===== src/rtl/digit_serial_adder_pkg.sv =====
// -----------------------------------------------------------------------------
// adder_pkg
//   Shared definitions for the digit-serial adder:
//     state_e        - controller states (IDLE, BUSY, DONE)
//     params_legal() - true when a WIDTH/DIGIT pair can be built
//     digit_count()  - number of DIGIT-bit passes needed for WIDTH bits
// -----------------------------------------------------------------------------
package adder_pkg;

  typedef enum logic [1:0] {
    IDLE = 2'd0,
    BUSY = 2'd1,
    DONE = 2'd2
  } state_e;

  function automatic bit params_legal(input int width, input int digit);
    return (width >= 2) && (digit >= 1) && (digit <= width) && (width % digit == 0);
  endfunction

  // Returns 1 for an illegal pair so the surrounding elaboration stays sane;
  // the top level raises the actual elaboration error.
  function automatic int digit_count(input int width, input int digit);
    return params_legal(width, digit) ? width / digit : 1;
  endfunction

endpackage


===== src/rtl/digit_serial_adder_if.sv =====
// -----------------------------------------------------------------------------
// digit_serial_adder_if
//   Operand and result handshakes of the digit-serial adder.
//     in_valid/in_ready   - operand set handshake (A, B, Cin, Sub)
//     out_valid/out_ready - result handshake (Sum, Cout, Overflow)
//   Modports:
//     master - operand producer / result consumer
//     slave  - the adder itself
// -----------------------------------------------------------------------------
interface digit_serial_adder_if #(
  parameter int WIDTH = 16
);

  logic             in_valid;
  logic             in_ready;
  logic [WIDTH-1:0] A;
  logic [WIDTH-1:0] B;
  logic             Cin;
  logic             Sub;
  logic             out_valid;
  logic             out_ready;
  logic [WIDTH-1:0] Sum;
  logic             Cout;
  logic             Overflow;

  modport master (
    output in_valid, A, B, Cin, Sub, out_ready,
    input  in_ready, out_valid, Sum, Cout, Overflow
  );

  modport slave (
    input  in_valid, A, B, Cin, Sub, out_ready,
    output in_ready, out_valid, Sum, Cout, Overflow
  );

endinterface


===== src/rtl/digit_serial_adder_digit_adder.sv =====
// -----------------------------------------------------------------------------
// full_adder
//   One-bit full adder cell.
//     a_i, b_i, cin_i -> sum_o, cout_o
// -----------------------------------------------------------------------------
module full_adder (
  input  logic a_i,
  input  logic b_i,
  input  logic cin_i,
  output logic sum_o,
  output logic cout_o
);

  assign sum_o  = a_i ^ b_i ^ cin_i;
  assign cout_o = (a_i & b_i) | (cin_i & (a_i ^ b_i));

endmodule

// -----------------------------------------------------------------------------
// digit_adder
//   Combinational DIGIT-bit ripple-carry slice built from full_adder cells.
//     a_i, b_i   - DIGIT-bit operand digits
//     cin_i      - carry into bit 0
//     sum_o      - DIGIT-bit sum
//     cout_o     - carry out of the top bit
//     c_msb_in_o - carry into the top bit (equals cin_i when DIGIT == 1)
// -----------------------------------------------------------------------------
module digit_adder #(
  parameter int DIGIT = 4
) (
  input  logic [DIGIT-1:0] a_i,
  input  logic [DIGIT-1:0] b_i,
  input  logic             cin_i,
  output logic [DIGIT-1:0] sum_o,
  output logic             cout_o,
  output logic             c_msb_in_o
);

  // carry[i] is the carry into bit i; carry[DIGIT] leaves the slice.
  logic [DIGIT:0] carry;

  assign carry[0] = cin_i;

  for (genvar i = 0; i < DIGIT; i++) begin : g_ripple
    full_adder u_fa (
      .a_i    (a_i[i]),
      .b_i    (b_i[i]),
      .cin_i  (carry[i]),
      .sum_o  (sum_o[i]),
      .cout_o (carry[i+1])
    );
  end

  assign cout_o     = carry[DIGIT];
  assign c_msb_in_o = carry[DIGIT-1];

endmodule


===== src/rtl/digit_serial_adder.sv =====
// -----------------------------------------------------------------------------
// digit_serial_adder
//   Adds (Sub=0: A+B+Cin) or subtracts (Sub=1: A+~B+!Cin) two WIDTH-bit
//   operands, DIGIT bits per clock, reusing one digit_adder slice for
//   N = WIDTH/DIGIT cycles. Result appears N cycles after operand acceptance
//   and is held until the consumer takes it.
//     clk - rising-edge clock
//     rst - synchronous active-high reset
//     bus - digit_serial_adder_if.slave (operand and result handshakes)
// -----------------------------------------------------------------------------
module digit_serial_adder
  import adder_pkg::*;
#(
  parameter int WIDTH = 16,
  parameter int DIGIT = 4
) (
  input  logic                 clk,
  input  logic                 rst,
  digit_serial_adder_if.slave  bus
);

  if (!params_legal(WIDTH, DIGIT)) begin : g_param_check
    $error("digit_serial_adder: WIDTH=%0d DIGIT=%0d is not a legal pair", WIDTH, DIGIT);
  end

  localparam int N     = digit_count(WIDTH, DIGIT);
  localparam int CNT_W = (N > 1) ? $clog2(N) : 1;

  state_e             state_q, state_d;
  logic [WIDTH-1:0]   a_sh_q, a_sh_d;
  logic [WIDTH-1:0]   b_sh_q, b_sh_d;
  logic [WIDTH-1:0]   sum_q, sum_d;
  logic               carry_q, carry_d;
  logic               cout_q, cout_d;
  logic               ovf_q, ovf_d;
  logic [CNT_W-1:0]   cnt_q, cnt_d;

  logic [DIGIT-1:0]   slice_sum;
  logic               slice_cout;
  logic               slice_c_msb;
  logic               last_digit;

  digit_adder #(
    .DIGIT (DIGIT)
  ) u_slice (
    .a_i        (a_sh_q[DIGIT-1:0]),
    .b_i        (b_sh_q[DIGIT-1:0]),
    .cin_i      (carry_q),
    .sum_o      (slice_sum),
    .cout_o     (slice_cout),
    .c_msb_in_o (slice_c_msb)
  );

  assign last_digit = (cnt_q == CNT_W'(N - 1));

  // NOTE: every signal driven here gets a default first, so no path through
  // the case statement can leave one unassigned and infer a latch.
  always_comb begin
    state_d       = state_q;
    a_sh_d        = a_sh_q;
    b_sh_d        = b_sh_q;
    sum_d         = sum_q;
    carry_d       = carry_q;
    cout_d        = cout_q;
    ovf_d         = ovf_q;
    cnt_d         = cnt_q;
    bus.in_ready  = 1'b0;
    bus.out_valid = 1'b0;

    case (state_q)
      IDLE: begin
        bus.in_ready = 1'b1;
        if (bus.in_valid) begin
          a_sh_d  = bus.A;
          // Subtraction is A + ~B + 1 with the sense of Cin folded in.
          b_sh_d  = bus.Sub ? ~bus.B : bus.B;
          carry_d = bus.Cin ^ bus.Sub;
          cnt_d   = '0;
          state_d = BUSY;
        end
      end

      BUSY: begin
        a_sh_d  = a_sh_q >> DIGIT;
        b_sh_d  = b_sh_q >> DIGIT;
        // Each new digit enters at the top; after N passes the first digit
        // computed has walked down to Sum[DIGIT-1:0].
        sum_d   = WIDTH'({slice_sum, sum_q} >> DIGIT);
        carry_d = slice_cout;
        cnt_d   = cnt_q + CNT_W'(1);
        if (last_digit) begin
          cout_d  = slice_cout;
          ovf_d   = slice_cout ^ slice_c_msb;
          state_d = DONE;
        end
      end

      DONE: begin
        bus.out_valid = 1'b1;
        if (bus.out_ready) begin
          state_d = IDLE;
        end
      end

      default: state_d = IDLE;
    endcase

    // Never advertise readiness while reset is applied.
    if (rst) begin
      bus.in_ready = 1'b0;
    end
  end

  // NOTE: state is updated with non-blocking assignments so every register
  // samples the pre-edge values of the others, independent of statement order.
  always_ff @(posedge clk) begin
    if (rst) begin
      state_q <= IDLE;
      sum_q   <= '0;
      carry_q <= 1'b0;
      cout_q  <= 1'b0;
      ovf_q   <= 1'b0;
      cnt_q   <= '0;
    end else begin
      state_q <= state_d;
      sum_q   <= sum_d;
      carry_q <= carry_d;
      cout_q  <= cout_d;
      ovf_q   <= ovf_d;
      cnt_q   <= cnt_d;
    end
  end

  // NOTE: the operand shift registers are left out of reset; they are always
  // loaded on acceptance before being read, so resetting them buys nothing.
  always_ff @(posedge clk) begin
    a_sh_q <= a_sh_d;
    b_sh_q <= b_sh_d;
  end

  assign bus.Sum      = sum_q;
  assign bus.Cout     = cout_q;
  assign bus.Overflow = ovf_q;

endmodule


===== src/flat_wrapper.sv =====
// flat-port wrapper written by rule: the top's interface ports become plain ports
module digit_serial_adder_flat import adder_pkg::*;
#(
  parameter int WIDTH = 16,
  parameter int DIGIT = 4
)
  (clk, rst, bus_in_valid, bus_A, bus_B, bus_Cin, bus_Sub, bus_out_ready, bus_in_ready, bus_out_valid, bus_Sum, bus_Cout, bus_Overflow);
  digit_serial_adder_if #(.WIDTH(WIDTH)) bus_i ();
  input  logic clk;
  input  logic rst;
  input wire logic [$bits(bus_i.in_valid)-1:0] bus_in_valid;
  input wire logic [$bits(bus_i.A)-1:0] bus_A;
  input wire logic [$bits(bus_i.B)-1:0] bus_B;
  input wire logic [$bits(bus_i.Cin)-1:0] bus_Cin;
  input wire logic [$bits(bus_i.Sub)-1:0] bus_Sub;
  input wire logic [$bits(bus_i.out_ready)-1:0] bus_out_ready;
  output wire logic [$bits(bus_i.in_ready)-1:0] bus_in_ready;
  output wire logic [$bits(bus_i.out_valid)-1:0] bus_out_valid;
  output wire logic [$bits(bus_i.Sum)-1:0] bus_Sum;
  output wire logic [$bits(bus_i.Cout)-1:0] bus_Cout;
  output wire logic [$bits(bus_i.Overflow)-1:0] bus_Overflow;
  assign bus_i.in_valid = bus_in_valid;
  assign bus_i.A = bus_A;
  assign bus_i.B = bus_B;
  assign bus_i.Cin = bus_Cin;
  assign bus_i.Sub = bus_Sub;
  assign bus_i.out_ready = bus_out_ready;
  assign bus_in_ready = bus_i.in_ready;
  assign bus_out_valid = bus_i.out_valid;
  assign bus_Sum = bus_i.Sum;
  assign bus_Cout = bus_i.Cout;
  assign bus_Overflow = bus_i.Overflow;
  digit_serial_adder #(.WIDTH(WIDTH), .DIGIT(DIGIT)) u_core (.clk(clk), .rst(rst), .bus(bus_i));
endmodule

===== config.mk =====
export PLATFORM = sky130hd
export DESIGN_NAME = digit_serial_adder_flat
export DESIGN_NICKNAME = d
export VERILOG_FILES = /design/src/rtl/digit_serial_adder_pkg.sv /design/src/rtl/digit_serial_adder_if.sv /design/src/rtl/digit_serial_adder_digit_adder.sv /design/src/rtl/digit_serial_adder.sv /design/src/flat_wrapper.sv
export SDC_FILE = /design/constraint.sdc
export NUM_CORES = 1
export LEC_CHECK = 0
export CAP_MARGIN = 0
export CORE_ASPECT_RATIO = 0.75
export CORE_UTILIZATION = 40
export CTS_CLUSTER_SIZE = 16
export DETAILED_ROUTE_END_ITERATION = 12
export GPL_ROUTABILITY_DRIVEN = 1
export PLACE_DENSITY = 0.69
export SLEW_MARGIN = 0
export SYNTH_ARGS = -nofsm -noshare
export SYNTH_HDL_FRONTEND = slang
export SYNTH_SLANG_ARGS = --single-unit
export TNS_END_PERCENT = 1

===== constraint.sdc =====
create_clock -name clk -period 6.4 [get_ports clk]
set_input_delay 0.96 -clock clk [delete_from_list [all_inputs] [get_ports clk]]
set_output_delay 0.96 -clock clk [all_outputs]
set_load 0.005 [all_outputs]

**Word level (Yosys, flattened, before mapping)**

Cells that the tools add are included.

- Word-level logic and storage cells: 59
- Bits of input ports: 38
- Register bits after elaboration: 55
- Output and inout port bits: 20

- Bitwise operators: 23
- Muxes and demuxes: 16
- $add $sub $neg: 1
- Reduce and logical (&&, ||, !) cells: 5
- Equality and inequality tests: 6

Operator list:

| cell | count |
|---|---|
| $pmux W16 S2 | 2 |
| $mux W16 | 3 |
| $not A16 Y16 | 1 |
| $xor A1 B1 Y1 | 10 |
| $and A1 B1 Y1 | 8 |
| $mux W2 | 4 |
| $pmux W2 S3 | 1 |
| $eq A2 B2 Y1 const B | 2 |
| $mux W1 | 4 |
| $ne A2 B2 Y1 const B | 2 |
| $or A1 B1 Y1 | 4 |
| $pmux W2 S2 | 1 |
| $reduce_and A2 Y1 | 2 |
| $reduce_and A3 Y1 | 1 |
| $add A2 B1 Y2 const B | 1 |
| $eq A2 B1 Y1 const B | 1 |
| $logic_not A2 Y1 | 1 |
| $ne A2 B1 Y1 const B | 1 |
| $pmux W1 S2 | 1 |
| $reduce_bool A2 Y1 | 1 |

**Longest topological paths before layout**

Gate-level depths: netlist (run 1).

- Depth in word-level cells: 10
- Mapped depth: 10
- Gate-level depth less buffers: 10

**By module**

A second synthesis (run 1) with hierarchy kept.

- Cell total of the unflattened synthesis: 231
- Area, all modules: 2396.0 µm²

By module, submodules not included:

| module | cells an instance | sequential area each (µm²) | area each (µm²) | instances |
|---|---|---|---|---|
| digit_serial_adder | 227 | 1421.4 | 2316.0 | 1 |
| full_adder | 1 | 0.0 | 20.0 | 4 |

**Worst setup path before layout (run 1)**

Ideal clock, no wire load.

- Path type: register to register
- Start: register u_core.b_sh_q[0]
- End: register u_core.sum_q[15], in the netlist u_core.bus.Sum[15]
- Setup time: 86 ps
- Buffers on the path: 0
- Data required time: 6314 ps
- Setup slack: 4240 ps
- Period minus slack after synthesis: 2160 ps
- Arrival: 2075 ps
- Cell stages (with the launch flop): 9
- Cells stage by stage: edfxtp_1 > fa_1 > inv_1 > fa_1 > inv_1 > fa_1 > inv_1 > fa_1 > a211oi_1

- Longest elaborated chain between the ends: 8
- Elaborated cells between the ends (all ways): 9
- Classes of those cells: bitwise: 9

RTL lines:

| item | RTL line | source |
|---|---|---|
| start: declaration | digit_serial_adder.sv:31 | `logic [WIDTH-1:0] b_sh_q, b_sh_d;` |
| start signal: assignment | digit_serial_adder.sv:138 | `b_sh_q <= b_sh_d;` |
| $xor A1 B1 Y1 | digit_serial_adder_digit_adder.sv:15 | `assign cout_o = (a_i & b_i) \| (cin_i & (a_i ^ b_i));` |
| $and A1 B1 Y1 | digit_serial_adder_digit_adder.sv:15 |  |
| $or A1 B1 Y1 (*) | digit_serial_adder_digit_adder.sv:15 |  |
| $and A1 B1 Y1 (*) | digit_serial_adder_digit_adder.sv:15 |  |
| $or A1 B1 Y1 (*) | digit_serial_adder_digit_adder.sv:15 |  |
| $and A1 B1 Y1 (*) | digit_serial_adder_digit_adder.sv:15 |  |
| $or A1 B1 Y1 (*) | digit_serial_adder_digit_adder.sv:15 |  |
| $xor A1 B1 Y1 (*) | digit_serial_adder_digit_adder.sv:14 | `assign sum_o = a_i ^ b_i ^ cin_i;` |
| end signal: assignment | digit_serial_adder.sv:126 | `sum_q <= sum_d;` |
| end: declaration | digit_serial_adder.sv:32 | `logic [WIDTH-1:0] sum_q, sum_d;` |

Every way passes the cells marked *; elsewhere a longest branch is shown, timed or not.
A chain may end at the register's enable or synchronous reset.

**Final worst setup path (run 1)**

- Start: input port rst
- End: output port bus_in_ready

- Longest elaborated chain between the ends: 1

RTL lines:

| item | RTL line | source |
|---|---|---|
| start: declaration | flat_wrapper.sv:10 | `input logic rst;` |
| $mux W1 | digit_serial_adder.sv:109 | `if (rst) begin` |
| end: declaration | flat_wrapper.sv:17 | `output wire logic [$bits(bus_i.in_ready)-1:0] bus_in_ready;` |

No other way between the ends.

==> impl_metrics.xml, run 1 <==
<?xml version="1.0" encoding="UTF-8"?>
<metrics>
  <group name="worst_hold_path">
    <metric name="min_delay_startpoint" unit="">u_core.bus.Overflow$_SDFFE_PP0P_</metric>
    <metric name="hold-path-endpoint" unit="">u_core.bus.Overflow$_SDFFE_PP0P_</metric>
    <metric name="hold_path_class" unit="">reg -&gt; reg</metric>
    <metric name="worstHoldPathCells" unit="">2</metric>
  </group>
  <group name="yosys">
    <metric name="ys_top_cells_by_area" unit="">sky130_fd_sc_hd__edfxtp_1, sky130_fd_sc_hd__dfxtp_1, sky130_fd_sc_hd__nand2_1</metric>
    <metric name="postSynthNetCount" unit="">280</metric>
    <metric name="synthesis.yosys.warnings" unit="">0</metric>
    <metric name="synth.ff_latch_count" unit="">55</metric>
    <metric name="syn-instance-count" unit="">237</metric>
    <metric name="synth-seq-area-share" unit="%">59.26</metric>
    <metric name="post-synth-top-area-cell" unit="">sky130_fd_sc_hd__edfxtp_1</metric>
    <metric name="synth_top_area_share" unit="%">40.06</metric>
    <metric name="syn_avg_cell_area" unit="um^2">10.12</metric>
    <metric name="yosysUniqueCellTypes" unit="">28</metric>
    <metric name="post_synth_instance_area" unit="mm^2">0.002399</metric>
  </group>
  <group name="sta">
    <metric name="hold_violations" unit="">0</metric>
    <metric name="tightestPinTransition" unit="ns">1.137</metric>
    <metric name="max_slew_margin" unit="%">24.11</metric>
    <metric name="clock.fmax" unit="MHz">265.1</metric>
    <metric name="finalHoldWorstSlack" unit="ns">0.4583</metric>
    <metric name="final_period_minus_worst_setup_slack" unit="ns">3.773</metric>
    <metric name="unrepaired_setup_endpoints_after_global_routing" unit="">false</metric>
    <metric name="timing_max_transition_violations_final" unit="">0</metric>
    <metric name="timing.final.setup_violations" unit="">0</metric>
    <metric name="tns" unit="ns">0</metric>
    <metric name="final_min_period_over_clock_period" unit="%">58.95</metric>
    <metric name="skew" unit="ns">0.005827</metric>
  </group>
  <group name="setup_path">
    <metric name="slowest_stage" unit="">sky130_fd_sc_hd__clkdlybuf4s50_1</metric>
    <metric name="timing_worst_setup_path_type" unit="">in -&gt; out</metric>
    <metric name="critical_path.max_stage_delay" unit="ns">0.82</metric>
    <metric name="critPathCaptureType" unit="">primary output</metric>
    <metric name="length_in_cells_of_the_worst_reg_to_reg_path" unit="">10</metric>
    <metric name="r2r-start" unit="">u_core.b_sh_q[0]$_DFFE_PP_</metric>
    <metric name="critPathLaunchType" unit="">input port</metric>
    <metric name="critical_path.reg2reg.endpoint" unit="">u_core.bus.Overflow$_SDFFE_PP0P_</metric>
    <metric name="rrSetupSlack" unit="ns">4.06</metric>
    <metric name="worst-path-max-fanout" unit="">24</metric>
    <metric name="cp_top_family" unit="">buffers and inverters</metric>
    <metric name="crit_arrival" unit="ns">2.81</metric>
    <metric name="crit_path_cell_trace" unit="">clkdlybuf4s50_1 -&gt; nor3_1 -&gt; clkdlybuf4s50_1</metric>
    <metric name="cp.required" unit="ns">5.44</metric>
    <metric name="timing.critical_path.mode_cell" unit="">sky130_fd_sc_hd__clkdlybuf4s50_1</metric>
    <metric name="timing.critical_path.buf_inv" unit="">2</metric>
  </group>
  <group name="power_and_ir_drop">
    <metric name="pwr-share-seq" unit="%">54.4</metric>
    <metric name="max-vdd-ir-drop" unit="uV">131.2</metric>
    <metric name="clock_power_share" unit="%">31.2</metric>
    <metric name="powerDensity" unit="mW/mm^2">249.2</metric>
    <metric name="comb_power_share" unit="%">14.4</metric>
    <metric name="power.static_leakage" unit="nW">1.149</metric>
    <metric name="power_switching_share" unit="%">23.12</metric>
    <metric name="internal_power_summed_over_all_cells" unit="mW">0.5987</metric>
    <metric name="switchingPower" unit="mW">0.1800</metric>
  </group>
  <group name="global_routing">
    <metric name="initial_antenna_violation_count" unit="">0</metric>
    <metric name="globalRouteMet2Util" unit="%">23.89</metric>
    <metric name="grt_usage" unit="%">14.26</metric>
    <metric name="busiest_layer_in_global_routing" unit="">met2</metric>
    <metric name="grt_max_degree" unit="">64</metric>
    <metric name="first_global_vias" unit="">1631</metric>
    <metric name="first_pass_grt_wire_length" unit="um">7031</metric>
    <metric name="grt.met3_usage" unit="%">4.305</metric>
    <metric name="globalRoute.totalOverflow" unit="">0</metric>
    <metric name="grt.met1_usage" unit="%">17.35</metric>
  </group>
  <group name="floorplan">
    <metric name="die-area" unit="mm^2">0.006313</metric>
    <metric name="initial_utilization" unit="%">41.39</metric>
    <metric name="boundaryPins" unit="">58</metric>
    <metric name="placement_rows" unit="">24</metric>
    <metric name="die_height" unit="um">69.06</metric>
    <metric name="dieWidth" unit="um">91.42</metric>
    <metric name="core" unit="mm^2">0.005796</metric>
  </group>
  <group name="clocking">
    <metric name="cts-root-buf" unit="">sky130_fd_sc_hd__clkbuf_8</metric>
    <metric name="clk_path_buf_depth" unit="">2</metric>
    <metric name="source_to_sink_clock_delay_at_the_later_pin_of_the_worst_skew_pair" unit="ns">0.31</metric>
    <metric name="postCtsHoldBufs" unit="">0</metric>
    <metric name="clock_sink_count" unit="">55</metric>
    <metric name="numCtsBuffers" unit="">5</metric>
    <metric name="clock_tree.htree_level_count" unit="">2</metric>
    <metric name="clk_pin_slew_worst_paths" unit="ns">0.10</metric>
    <metric name="cts_tree" unit="">built</metric>
    <metric name="cts_repair_resize_count" unit="">0</metric>
    <metric name="cts_setup_buffers" unit="">0</metric>
  </group>
  <group name="cells_and_area">
    <metric name="layout_commonest_cell" unit="">sky130_fd_sc_hd__nand2_1</metric>
    <metric name="post_synthesis_to_final_layout_area_growth" unit="%">30.26</metric>
    <metric name="diodes" unit="">0</metric>
    <metric name="drive_above_1_share" unit="%">3.460</metric>
    <metric name="fin_area" unit="mm^2">0.003124</metric>
    <metric name="nets" unit="">331</metric>
    <metric name="n_fill_cell" unit="">512</metric>
    <metric name="final_cell_mix" unit="">sky130_fd_sc_hd__nand2_1, sky130_fd_sc_hd__clkdlybuf4s50_1, sky130_fd_sc_hd__edfxtp_1</metric>
  </group>
  <group name="drt">
    <metric name="route.detailed.wl_per_inst" unit="um">11.14</metric>
    <metric name="avgViaCountPerCell" unit="">4.613</metric>
    <metric name="drt_first_pass_iters" unit="">4</metric>
    <metric name="route.vias.total" unit="">1693</metric>
    <metric name="drtAntennaViolNets" unit="">0</metric>
    <metric name="detail_route.drc_violations" unit="">0</metric>
    <metric name="iteration_0_drc_markers" unit="">42</metric>
    <metric name="finalWirelength" unit="um">4087</metric>
  </group>
  <group name="placement">
    <metric name="place.port_buffers" unit="">57</metric>
    <metric name="dpl-instance-area" unit="mm^2">0.003003</metric>
    <metric name="place.gp.congestion" unit="">0.6736</metric>
    <metric name="detailedPlacementHpwl" unit="um">2722</metric>
  </group>
  <group name="status">
    <metric name="outcome" unit="">completed</metric>
  </group>
  <group name="run">
    <metric name="max_cap_viol_count" unit="">0</metric>
  </group>
</metrics>
metal layers:
| metal | up-vias | part of all wire, % |
|---|---|---|
| li1 | 878 | - |
| met5 | - | 0 |
| met2 | 54 | 48 |
| met3 | 7 | 6.6 |
| met1 | 754 | 44 |
| met4 | 0 | 1.6 |
metrics by stage:
| stage | setup WS, ns | util (%) | power (mW) | std cells |
|---|---|---|---|---|
| 3_5_place_dp | 2.634 | 51.81 | 0.5445 | 359 |
| 4_1_cts | 2.651 | 53.91 | 0.7851 | 367 |
| 2_1_floorplan | 4.240 | - | 0.4970 | 237 |
| 3_3_place_gp | 2.743 | 51.81 | 0.5402 | 359 |
| 6_report | 2.627 | 53.91 | 0.7787 | 367 |
| 5_1_grt | 2.529 | 53.91 | 0.8164 | 367 |
power by group through the flow:
stage	sequential (mW)	combinational, mW	clock, mW
after floorplan	0.429	0.0676	0
after global placement	0.431	0.109	0
after detailed placement	0.432	0.112	0
after CTS	0.424	0.114	0.247
after global routing	0.428	0.127	0.261
final	0.424	0.112	0.243
registers in the layout, indices dropped and copies added (netlist names):
signal,count
u_core.b_sh_q,16
u_core.bus.Sum,16
u_core.bus.Cout,1
u_core.a_sh_q,16
u_core.state_q,2
u_core.cnt_q,2
u_core.bus.Overflow,1
u_core.carry_q,1
final cells by class:
class,count,area (um^2),area share (%)
clock buffer,6,82.58,2.643
clock inverter,2,38.79,1.241
inverter,9,33.78,1.081
multi-input combinational,159,872.1,27.91
sequential,55,1421,45.49
tap,78,97.59,3.124
timing repair buffer,58,578.1,18.50
how the worst max path moves through the flow:
stage	from	end	slack (ns)	cells after the start
after floorplan	u_core.b_sh_q[0]$_DFFE_PP_	u_core.bus.Sum[15]$_SDFFE_PP0P_	4.24	8
after global placement	rst	bus_in_ready	2.74	3
after detailed placement	rst	bus_in_ready	2.63	3
after CTS	rst	bus_in_ready	2.65	3
after global routing	rst	bus_in_ready	2.53	3
final	rst	bus_in_ready	2.63	3
cells by family after synthesis:
family	after synthesis	synth area share (%)
fa+ha+maj	5	3.860
mux	2	0.8347
buf+inv	23	4.694
flops	55	59.26
compound gates	36	8.242
simple gates	98	16.54
xor+xnor	18	6.573
worst register-to-register path: cells and delay by family, from the launching register on:
kind | cells | cell delay (ns)
buffers and inverters | 3 | 0.22
flip-flops | 1 | 0.41
adder cells (fa/ha/maj) | 4 | 1.24
AND/OR/NAND/NOR | 1 | 0.10
XOR/XNOR | 1 | 0.14
AO/OA/AOI/OAI | 1 | 0.16
cells in the mapped netlist:
master and instances:
sky130_fd_sc_hd__dfxtp_1 23, sky130_fd_sc_hd__and2_1 4, sky130_fd_sc_hd__o21bai_1 1, sky130_fd_sc_hd__inv_1 9
sky130_fd_sc_hd__mux2i_1 2, sky130_fd_sc_hd__xor2_1 1, sky130_fd_sc_hd__o21ai_0 13, sky130_fd_sc_hd__clkbuf_2 1
sky130_fd_sc_hd__nand2_1 77, sky130_fd_sc_hd__buf_4 3, sky130_fd_sc_hd__nand3_1 2, sky130_fd_sc_hd__buf_2 5
sky130_fd_sc_hd__nor2b_1 2, sky130_fd_sc_hd__a311oi_1 1, sky130_fd_sc_hd__nor2_1 8, sky130_fd_sc_hd__ha_1 1
sky130_fd_sc_hd__buf_6 1, sky130_fd_sc_hd__clkbuf_1 4, sky130_fd_sc_hd__nand3b_1 1, sky130_fd_sc_hd__edfxtp_1 32
sky130_fd_sc_hd__a211oi_1 2, sky130_fd_sc_hd__a21oi_1 17, sky130_fd_sc_hd__a22oi_1 1, sky130_fd_sc_hd__a2bb2oi_1 1
sky130_fd_sc_hd__nand2b_1 2, sky130_fd_sc_hd__fa_1 4, sky130_fd_sc_hd__xnor2_1 17, sky130_fd_sc_hd__nor3_1 2
Note: power is estimated with default switching activity, not from simulation.
==> run 2: changes to the inputs <==
==> constraint.sdc (replaced) <==
create_clock -name clk -period 3.79 [get_ports clk]
set_input_delay 0.5685 -clock clk [delete_from_list [all_inputs] [get_ports clk]]
set_output_delay 0.5685 -clock clk [all_outputs]
set_load 0.005 [all_outputs]
==> run 2 against run 1 <==
Clock skew down 0.0031 ns; sequential share of layout area down 0.33 points; largest power group unchanged; wire length down 1.7%; first-iteration DRC count down 12%; critical path depth up 1; sequential power up 69%; via count up 0.53%; global-route usage down 0.51 points; clock power up 73%.
==> impl_metrics.xml, run 2 (synthesized netlist as in run 1, its figures left out) <==
<?xml version="1.0" encoding="UTF-8"?>
<metrics>
  <group name="cells_and_area">
    <metric name="layout_commonest_cell" unit="">sky130_fd_sc_hd__nand2_1</metric>
    <metric name="drive_above_1_share" unit="%">4.124</metric>
    <metric name="fin_area" unit="mm^2">0.003147</metric>
    <metric name="post_synthesis_to_final_layout_area_growth" unit="%">31.19</metric>
    <metric name="diodes" unit="">0</metric>
    <metric name="nets" unit="">333</metric>
    <metric name="sequential_cell_area" unit="mm^2">0.001421</metric>
    <metric name="multiInputGateArea" unit="um^2">872.1</metric>
    <metric name="n_fill_cell" unit="">509</metric>
    <metric name="final_cell_mix" unit="">sky130_fd_sc_hd__nand2_1, sky130_fd_sc_hd__clkdlybuf4s50_1, sky130_fd_sc_hd__edfxtp_1</metric>
  </group>
  <group name="setup_path">
    <metric name="critPathCaptureType" unit="">primary output</metric>
    <metric name="cp.required" unit="ns">3.22</metric>
    <metric name="timing_worst_setup_path_type" unit="">in -&gt; out</metric>
    <metric name="cp_top_family" unit="">buffers and inverters</metric>
    <metric name="slowest_stage" unit="">sky130_fd_sc_hd__clkdlybuf4s50_1</metric>
    <metric name="critical_path.max_stage_delay" unit="ns">0.55</metric>
    <metric name="critPathLaunchType" unit="">input port</metric>
    <metric name="crit_path_cell_trace" unit="">clkdlybuf4s50_1 -&gt; buf_4 -&gt; nor3_1 -&gt; clkdlybuf4s50_1</metric>
    <metric name="crit_arrival" unit="ns">1.96</metric>
    <metric name="timing.critical_path.mode_cell" unit="">sky130_fd_sc_hd__clkdlybuf4s50_1</metric>
    <metric name="timing.critical_path.buf_inv" unit="">3</metric>
    <metric name="worst-path-max-fanout" unit="">24</metric>
  </group>
  <group name="placement">
    <metric name="place.gp.congestion" unit="">0.6863</metric>
    <metric name="place.port_buffers" unit="">57</metric>
    <metric name="dpl-instance-area" unit="mm^2">0.003018</metric>
    <metric name="detailedPlacementHpwl" unit="um">2817</metric>
  </group>
  <group name="clocking">
    <metric name="cts-root-buf" unit="">sky130_fd_sc_hd__clkbuf_8</metric>
    <metric name="cts_tree" unit="">built</metric>
    <metric name="postCtsHoldBufs" unit="">0</metric>
    <metric name="numCtsBuffers" unit="">5</metric>
    <metric name="clock_sink_count" unit="">55</metric>
    <metric name="clock_tree.htree_level_count" unit="">2</metric>
    <metric name="source_to_sink_clock_delay_at_the_later_pin_of_the_worst_skew_pair" unit="ns">0.30</metric>
    <metric name="cts_setup_buffers" unit="">0</metric>
    <metric name="clk_path_buf_depth" unit="">2</metric>
    <metric name="clk_pin_slew_worst_paths" unit="ns">0.09</metric>
    <metric name="cts_repair_resize_count" unit="">0</metric>
  </group>
  <group name="sta">
    <metric name="final_min_period_over_clock_period" unit="%">66.68</metric>
    <metric name="timing.final.setup_violations" unit="">0</metric>
    <metric name="tightestPinTransition" unit="ns">1.063</metric>
    <metric name="finalHoldWorstSlack" unit="ns">0.4611</metric>
    <metric name="final_period_minus_worst_setup_slack" unit="ns">2.527</metric>
    <metric name="clock.fmax" unit="MHz">395.7</metric>
    <metric name="hold_violations" unit="">0</metric>
    <metric name="tns" unit="ns">0</metric>
    <metric name="timing_max_transition_violations_final" unit="">0</metric>
    <metric name="max_slew_margin" unit="%">29.10</metric>
    <metric name="skew" unit="ns">0.002725</metric>
    <metric name="unrepaired_setup_endpoints_after_global_routing" unit="">false</metric>
  </group>
  <group name="drt">
    <metric name="drtAntennaViolNets" unit="">0</metric>
    <metric name="avgViaCountPerCell" unit="">4.612</metric>
    <metric name="iteration_0_drc_markers" unit="">37</metric>
    <metric name="route.detailed.wl_per_inst" unit="um">10.89</metric>
    <metric name="detail_route.drc_violations" unit="">0</metric>
    <metric name="route.vias.total" unit="">1702</metric>
    <metric name="drt_first_pass_iters" unit="">4</metric>
    <metric name="finalWirelength" unit="um">4017</metric>
  </group>
  <group name="run">
    <metric name="max_cap_viol_count" unit="">0</metric>
  </group>
  <group name="floorplan">
    <metric name="dieWidth" unit="um">91.42</metric>
    <metric name="initial_utilization" unit="%">41.39</metric>
    <metric name="core" unit="mm^2">0.005796</metric>
    <metric name="placement_rows" unit="">24</metric>
    <metric name="die_height" unit="um">69.06</metric>
    <metric name="boundaryPins" unit="">58</metric>
    <metric name="die-area" unit="mm^2">0.006313</metric>
  </group>
  <group name="global_routing">
    <metric name="grt_usage" unit="%">13.75</metric>
    <metric name="globalRoute.totalOverflow" unit="">0</metric>
    <metric name="initial_antenna_violation_count" unit="">0</metric>
    <metric name="first_pass_grt_wire_length" unit="um">6906</metric>
    <metric name="first_global_vias" unit="">1679</metric>
    <metric name="grt_max_degree" unit="">35</metric>
  </group>
  <group name="worst_hold_path">
    <metric name="hold_path_class" unit="">reg -&gt; reg</metric>
  </group>
  <group name="status">
    <metric name="outcome" unit="">completed</metric>
  </group>
  <group name="power_and_ir_drop">
    <metric name="max-vdd-ir-drop" unit="uV">220.4</metric>
    <metric name="powerDensity" unit="mW/mm^2">421.4</metric>
    <metric name="power.static_leakage" unit="nW">1.163</metric>
  </group>
</metrics>
[run 2: changes by cell type in the layout (fill, tap and decap cells not counted)]
cell                        delta
sky130_fd_sc_hd__buf_4         +2
sky130_fd_sc_hd__clkbuf_16     +1
sky130_fd_sc_hd__clkbuf_2      +1
sky130_fd_sc_hd__clkbuf_8      -1
sky130_fd_sc_hd__inv_6         -1
[run 2: cell type report]
| type | instances | share of cell area (%) |
|---|---|---|
| clock buffer | 7 | 3.141 |
| sequential | 55 | 45.17 |
| timing repair buffer | 60 | 18.85 |
| clock inverter | 1 | 0.9543 |
| tap | 78 | 3.101 |
| multi-input combinational | 159 | 27.71 |
| inverter | 9 | 1.074 |
[run 2: layer usage]
layer  vias up  wire (um)  track usage (%)
met3         5        252            4.305
li1        877          -                -
met5         -          0                0
met4         0         31            3.704
met1       766       1817            16.38
met2        54       1915            23.98
[run 2: where the power goes]
group	leakage, nW	internal [mW]	switching [mW]
combinational	0.580	0.101	0.0898
sequential	0.516	0.694	0.0214
clock	0.0666	0.240	0.180
total	1.16	1.03	0.292
[run 2: final timing paths]
check / from / end / slack (ns) / cells after the start
setup / recovery: rst / bus_in_ready / 1.26 / 4
hold / removal: u_core.bus.Sum[0]$_SDFFE_PP0P_ / u_core.bus.Sum[0]$_SDFFE_PP0P_ / 0.46 / 2
setup reg to reg: u_core.b_sh_q[0]$_DFFE_PP_ / u_core.bus.Overflow$_SDFFE_PP0P_ / 1.48 / 10
hold reg to reg: u_core.bus.Sum[0]$_SDFFE_PP0P_ / u_core.bus.Sum[0]$_SDFFE_PP0P_ / 0.46 / 2
[run 2: stage by stage]
stage	utilization, %	total power [mW]	std cells	setup WS [ns]
finish	54.30	1.326	369	1.263
global route	54.30	1.388	369	1.176
CTS	54.30	1.339	369	1.251
detailed placement	52.07	0.9229	361	1.248
global placement	52.07	0.9136	361	1.302
floorplan	-	0.8393	237	1.630
[run 2: worst register-to-register path, cell delays in order (launching register included)]
cell,delay [ns]
sky130_fd_sc_hd__edfxtp_1,0.40
sky130_fd_sc_hd__fa_1,0.42
sky130_fd_sc_hd__inv_1,0.07
sky130_fd_sc_hd__fa_1,0.16
sky130_fd_sc_hd__inv_1,0.05
sky130_fd_sc_hd__fa_1,0.40
sky130_fd_sc_hd__inv_1,0.09
sky130_fd_sc_hd__fa_1,0.25
sky130_fd_sc_hd__xnor2_1,0.14
sky130_fd_sc_hd__nand3_1,0.09
sky130_fd_sc_hd__a21oi_1,0.18
==> run 3: changes to the inputs <==
==> constraint.sdc (replaced) <==
create_clock -name clk -period 2.51 [get_ports clk]
set_input_delay 0.3765 -clock clk [delete_from_list [all_inputs] [get_ports clk]]
set_output_delay 0.3765 -clock clk [all_outputs]
set_load 0.005 [all_outputs]
==> run 3 against run 2 <==
Critical endpoint is now u_core.bus.Sum[15]$_SDFFE_PP0P_; wire length increased by 4.8%; worst hold slack got worse by 0.0020 ns; critical path depth increased by 4; highest routed layer unchanged; worst setup slack got worse by 1.1 ns; via count increased by 0.76%.
==> impl_metrics.xml, run 3 (synthesized netlist as in run 1, its figures left out) <==
<?xml version="1.0" encoding="UTF-8"?>
<metrics>
  <group name="drt">
    <metric name="route.detailed.wl_per_inst" unit="um">11.32</metric>
    <metric name="topRoutingLayerUsed" unit="">met4</metric>
    <metric name="met1Wirelength" unit="um">1905</metric>
    <metric name="drtAntennaViolNets" unit="">0</metric>
    <metric name="route.vias.total" unit="">1715</metric>
    <metric name="detailroute.wirelength.met3" unit="um">255</metric>
    <metric name="finalWirelength" unit="um">4211</metric>
    <metric name="dr_wl_met2" unit="um">2003</metric>
    <metric name="drt_first_pass_iters" unit="">4</metric>
    <metric name="detail_route.drc_violations" unit="">0</metric>
    <metric name="iteration_0_drc_markers" unit="">47</metric>
    <metric name="avgViaCountPerCell" unit="">4.610</metric>
  </group>
  <group name="clocking">
    <metric name="clk_pin_slew_worst_paths" unit="ns">0.09</metric>
    <metric name="clock_sink_count" unit="">55</metric>
    <metric name="clk_path_buf_depth" unit="">2</metric>
    <metric name="clock_tree.htree_level_count" unit="">2</metric>
    <metric name="cts_repair_resize_count" unit="">0</metric>
    <metric name="cts_setup_buffers" unit="">0</metric>
    <metric name="cts_tree" unit="">built</metric>
    <metric name="numCtsBuffers" unit="">5</metric>
    <metric name="postCtsHoldBufs" unit="">0</metric>
    <metric name="source_to_sink_clock_delay_at_the_later_pin_of_the_worst_skew_pair" unit="ns">0.31</metric>
    <metric name="cts-root-buf" unit="">sky130_fd_sc_hd__clkbuf_8</metric>
  </group>
  <group name="global_routing">
    <metric name="first_pass_grt_wire_length" unit="um">7210</metric>
    <metric name="grt_max_degree" unit="">46</metric>
    <metric name="initial_antenna_violation_count" unit="">0</metric>
    <metric name="first_global_vias" unit="">1648</metric>
    <metric name="globalRoute.totalOverflow" unit="">0</metric>
    <metric name="grt_usage" unit="%">14.38</metric>
  </group>
  <group name="sta">
    <metric name="final_min_period_over_clock_period" unit="%">92.86</metric>
    <metric name="timing.final.setup_violations" unit="">0</metric>
    <metric name="clock.fmax" unit="MHz">429.0</metric>
    <metric name="tightestPinTransition" unit="ns">0.7474</metric>
    <metric name="hold_violations" unit="">0</metric>
    <metric name="max_slew_margin" unit="%">50.17</metric>
    <metric name="final_period_minus_worst_setup_slack" unit="ns">2.331</metric>
    <metric name="skew" unit="ns">0.006102</metric>
    <metric name="unrepaired_setup_endpoints_after_global_routing" unit="">false</metric>
    <metric name="tns" unit="ns">0</metric>
    <metric name="timing_max_transition_violations_final" unit="">0</metric>
    <metric name="finalHoldWorstSlack" unit="ns">0.4591</metric>
  </group>
  <group name="setup_path">
    <metric name="worst-path-max-fanout" unit="">2</metric>
    <metric name="critPathCaptureType" unit="">register</metric>
    <metric name="cp.required" unit="ns">2.74</metric>
    <metric name="timing_worst_setup_path_type" unit="">reg -&gt; reg</metric>
    <metric name="critPathLaunchType" unit="">register</metric>
    <metric name="crit_arrival" unit="ns">2.56</metric>
  </group>
  <group name="cells_and_area">
    <metric name="diodes" unit="">0</metric>
    <metric name="nets" unit="">336</metric>
    <metric name="drive_above_1_share" unit="%">4.422</metric>
    <metric name="final_cell_mix" unit="">sky130_fd_sc_hd__nand2_1, sky130_fd_sc_hd__clkdlybuf4s50_1, sky130_fd_sc_hd__edfxtp_1</metric>
    <metric name="layout_commonest_cell" unit="">sky130_fd_sc_hd__nand2_1</metric>
    <metric name="post_synthesis_to_final_layout_area_growth" unit="%">30.15</metric>
    <metric name="n_fill_cell" unit="">519</metric>
  </group>
  <group name="power_and_ir_drop">
    <metric name="powerDensity" unit="mW/mm^2">589.2</metric>
    <metric name="max-vdd-ir-drop" unit="uV">255.8</metric>
    <metric name="power.static_leakage" unit="nW">1.153</metric>
  </group>
  <group name="run">
    <metric name="max_cap_viol_count" unit="">0</metric>
  </group>
  <group name="floorplan">
    <metric name="dieWidth" unit="um">91.42</metric>
    <metric name="placement_rows" unit="">24</metric>
    <metric name="initial_utilization" unit="%">41.39</metric>
    <metric name="die_height" unit="um">69.06</metric>
    <metric name="core" unit="mm^2">0.005796</metric>
    <metric name="boundaryPins" unit="">58</metric>
    <metric name="die-area" unit="mm^2">0.006313</metric>
  </group>
  <group name="placement">
    <metric name="place.port_buffers" unit="">57</metric>
    <metric name="detailedPlacementHpwl" unit="um">2919</metric>
    <metric name="place.gp.congestion" unit="">0.6984</metric>
  </group>
  <group name="worst_hold_path">
    <metric name="hold_path_class" unit="">reg -&gt; reg</metric>
  </group>
  <group name="status">
    <metric name="outcome" unit="">completed</metric>
  </group>
</metrics>
run 3: changes by cell type in the layout (fill, tap and decap cells not counted), sizes merged:
cell | previous run | this run
clkinv | 0 | 2
clkbuf | 7 | 6
buf | 3 | 6
bufinv | 1 | 0
run 3: worst max-delay path: stages (launching register included):
cell and delay [ns]:
sky130_fd_sc_hd__edfxtp_1 0.41, sky130_fd_sc_hd__fa_1 0.43, sky130_fd_sc_hd__inv_1 0.08, sky130_fd_sc_hd__fa_1 0.16, sky130_fd_sc_hd__inv_1 0.06, sky130_fd_sc_hd__fa_1 0.40, sky130_fd_sc_hd__inv_1 0.10, sky130_fd_sc_hd__fa_1 0.42
sky130_fd_sc_hd__a211oi_1 0.20
run 3: final cells by class:
type	count	area (um^2)	area share (%)
tap	78	97.59	3.126
clock inverter	2	8.758	0.2806
timing repair buffer	63	615.6	19.72
sequential	55	1421	45.53
multi-input combinational	159	872.1	27.94
inverter	9	33.78	1.082
clock buffer	6	72.57	2.325
run 3: layer usage:
metal | global-route usage [%] | up-vias
li1 | - | 887
met1 | 17.54 | 774
met2 | 24.39 | 48
met3 | 4.525 | 6
met4 | 4.233 | 0
met5 | 0 | -
run 3: final timing paths:
path,startpoint,end,slack (ns),depth (start not counted)
min reg2reg,u_core.bus.Sum[1]$_SDFFE_PP0P_,u_core.bus.Sum[1]$_SDFFE_PP0P_,0.46,2
max reg2reg,u_core.b_sh_q[0]$_DFFE_PP_,u_core.bus.Sum[15]$_SDFFE_PP0P_,0.18,8
max,u_core.b_sh_q[0]$_DFFE_PP_,u_core.bus.Sum[15]$_SDFFE_PP0P_,0.18,8
min,u_core.bus.Sum[1]$_SDFFE_PP0P_,u_core.bus.Sum[1]$_SDFFE_PP0P_,0.46,2
run 3: metrics by stage:
stage               utilization [%]  cell area (um^2)  setup WS (ns)  instances  power [mW]
detailed placement            52.46              3040         0.2155        364       1.397
floorplan                         -              2399         0.3496        237       1.267
CTS                           53.86              3122         0.1558        372       1.858
global route                  53.86              3122        0.05145        372       1.933
finish                        53.86              3122         0.1791        372       1.839
global placement              52.46              3040         0.3027        364       1.385
run 3: power by group:
group	total (mW)	internal [mW]	switching, mW
registers	1.08	1.05	0.0310
logic	0.295	0.156	0.139
clock network	0.465	0.193	0.273
total	1.84	1.40	0.443
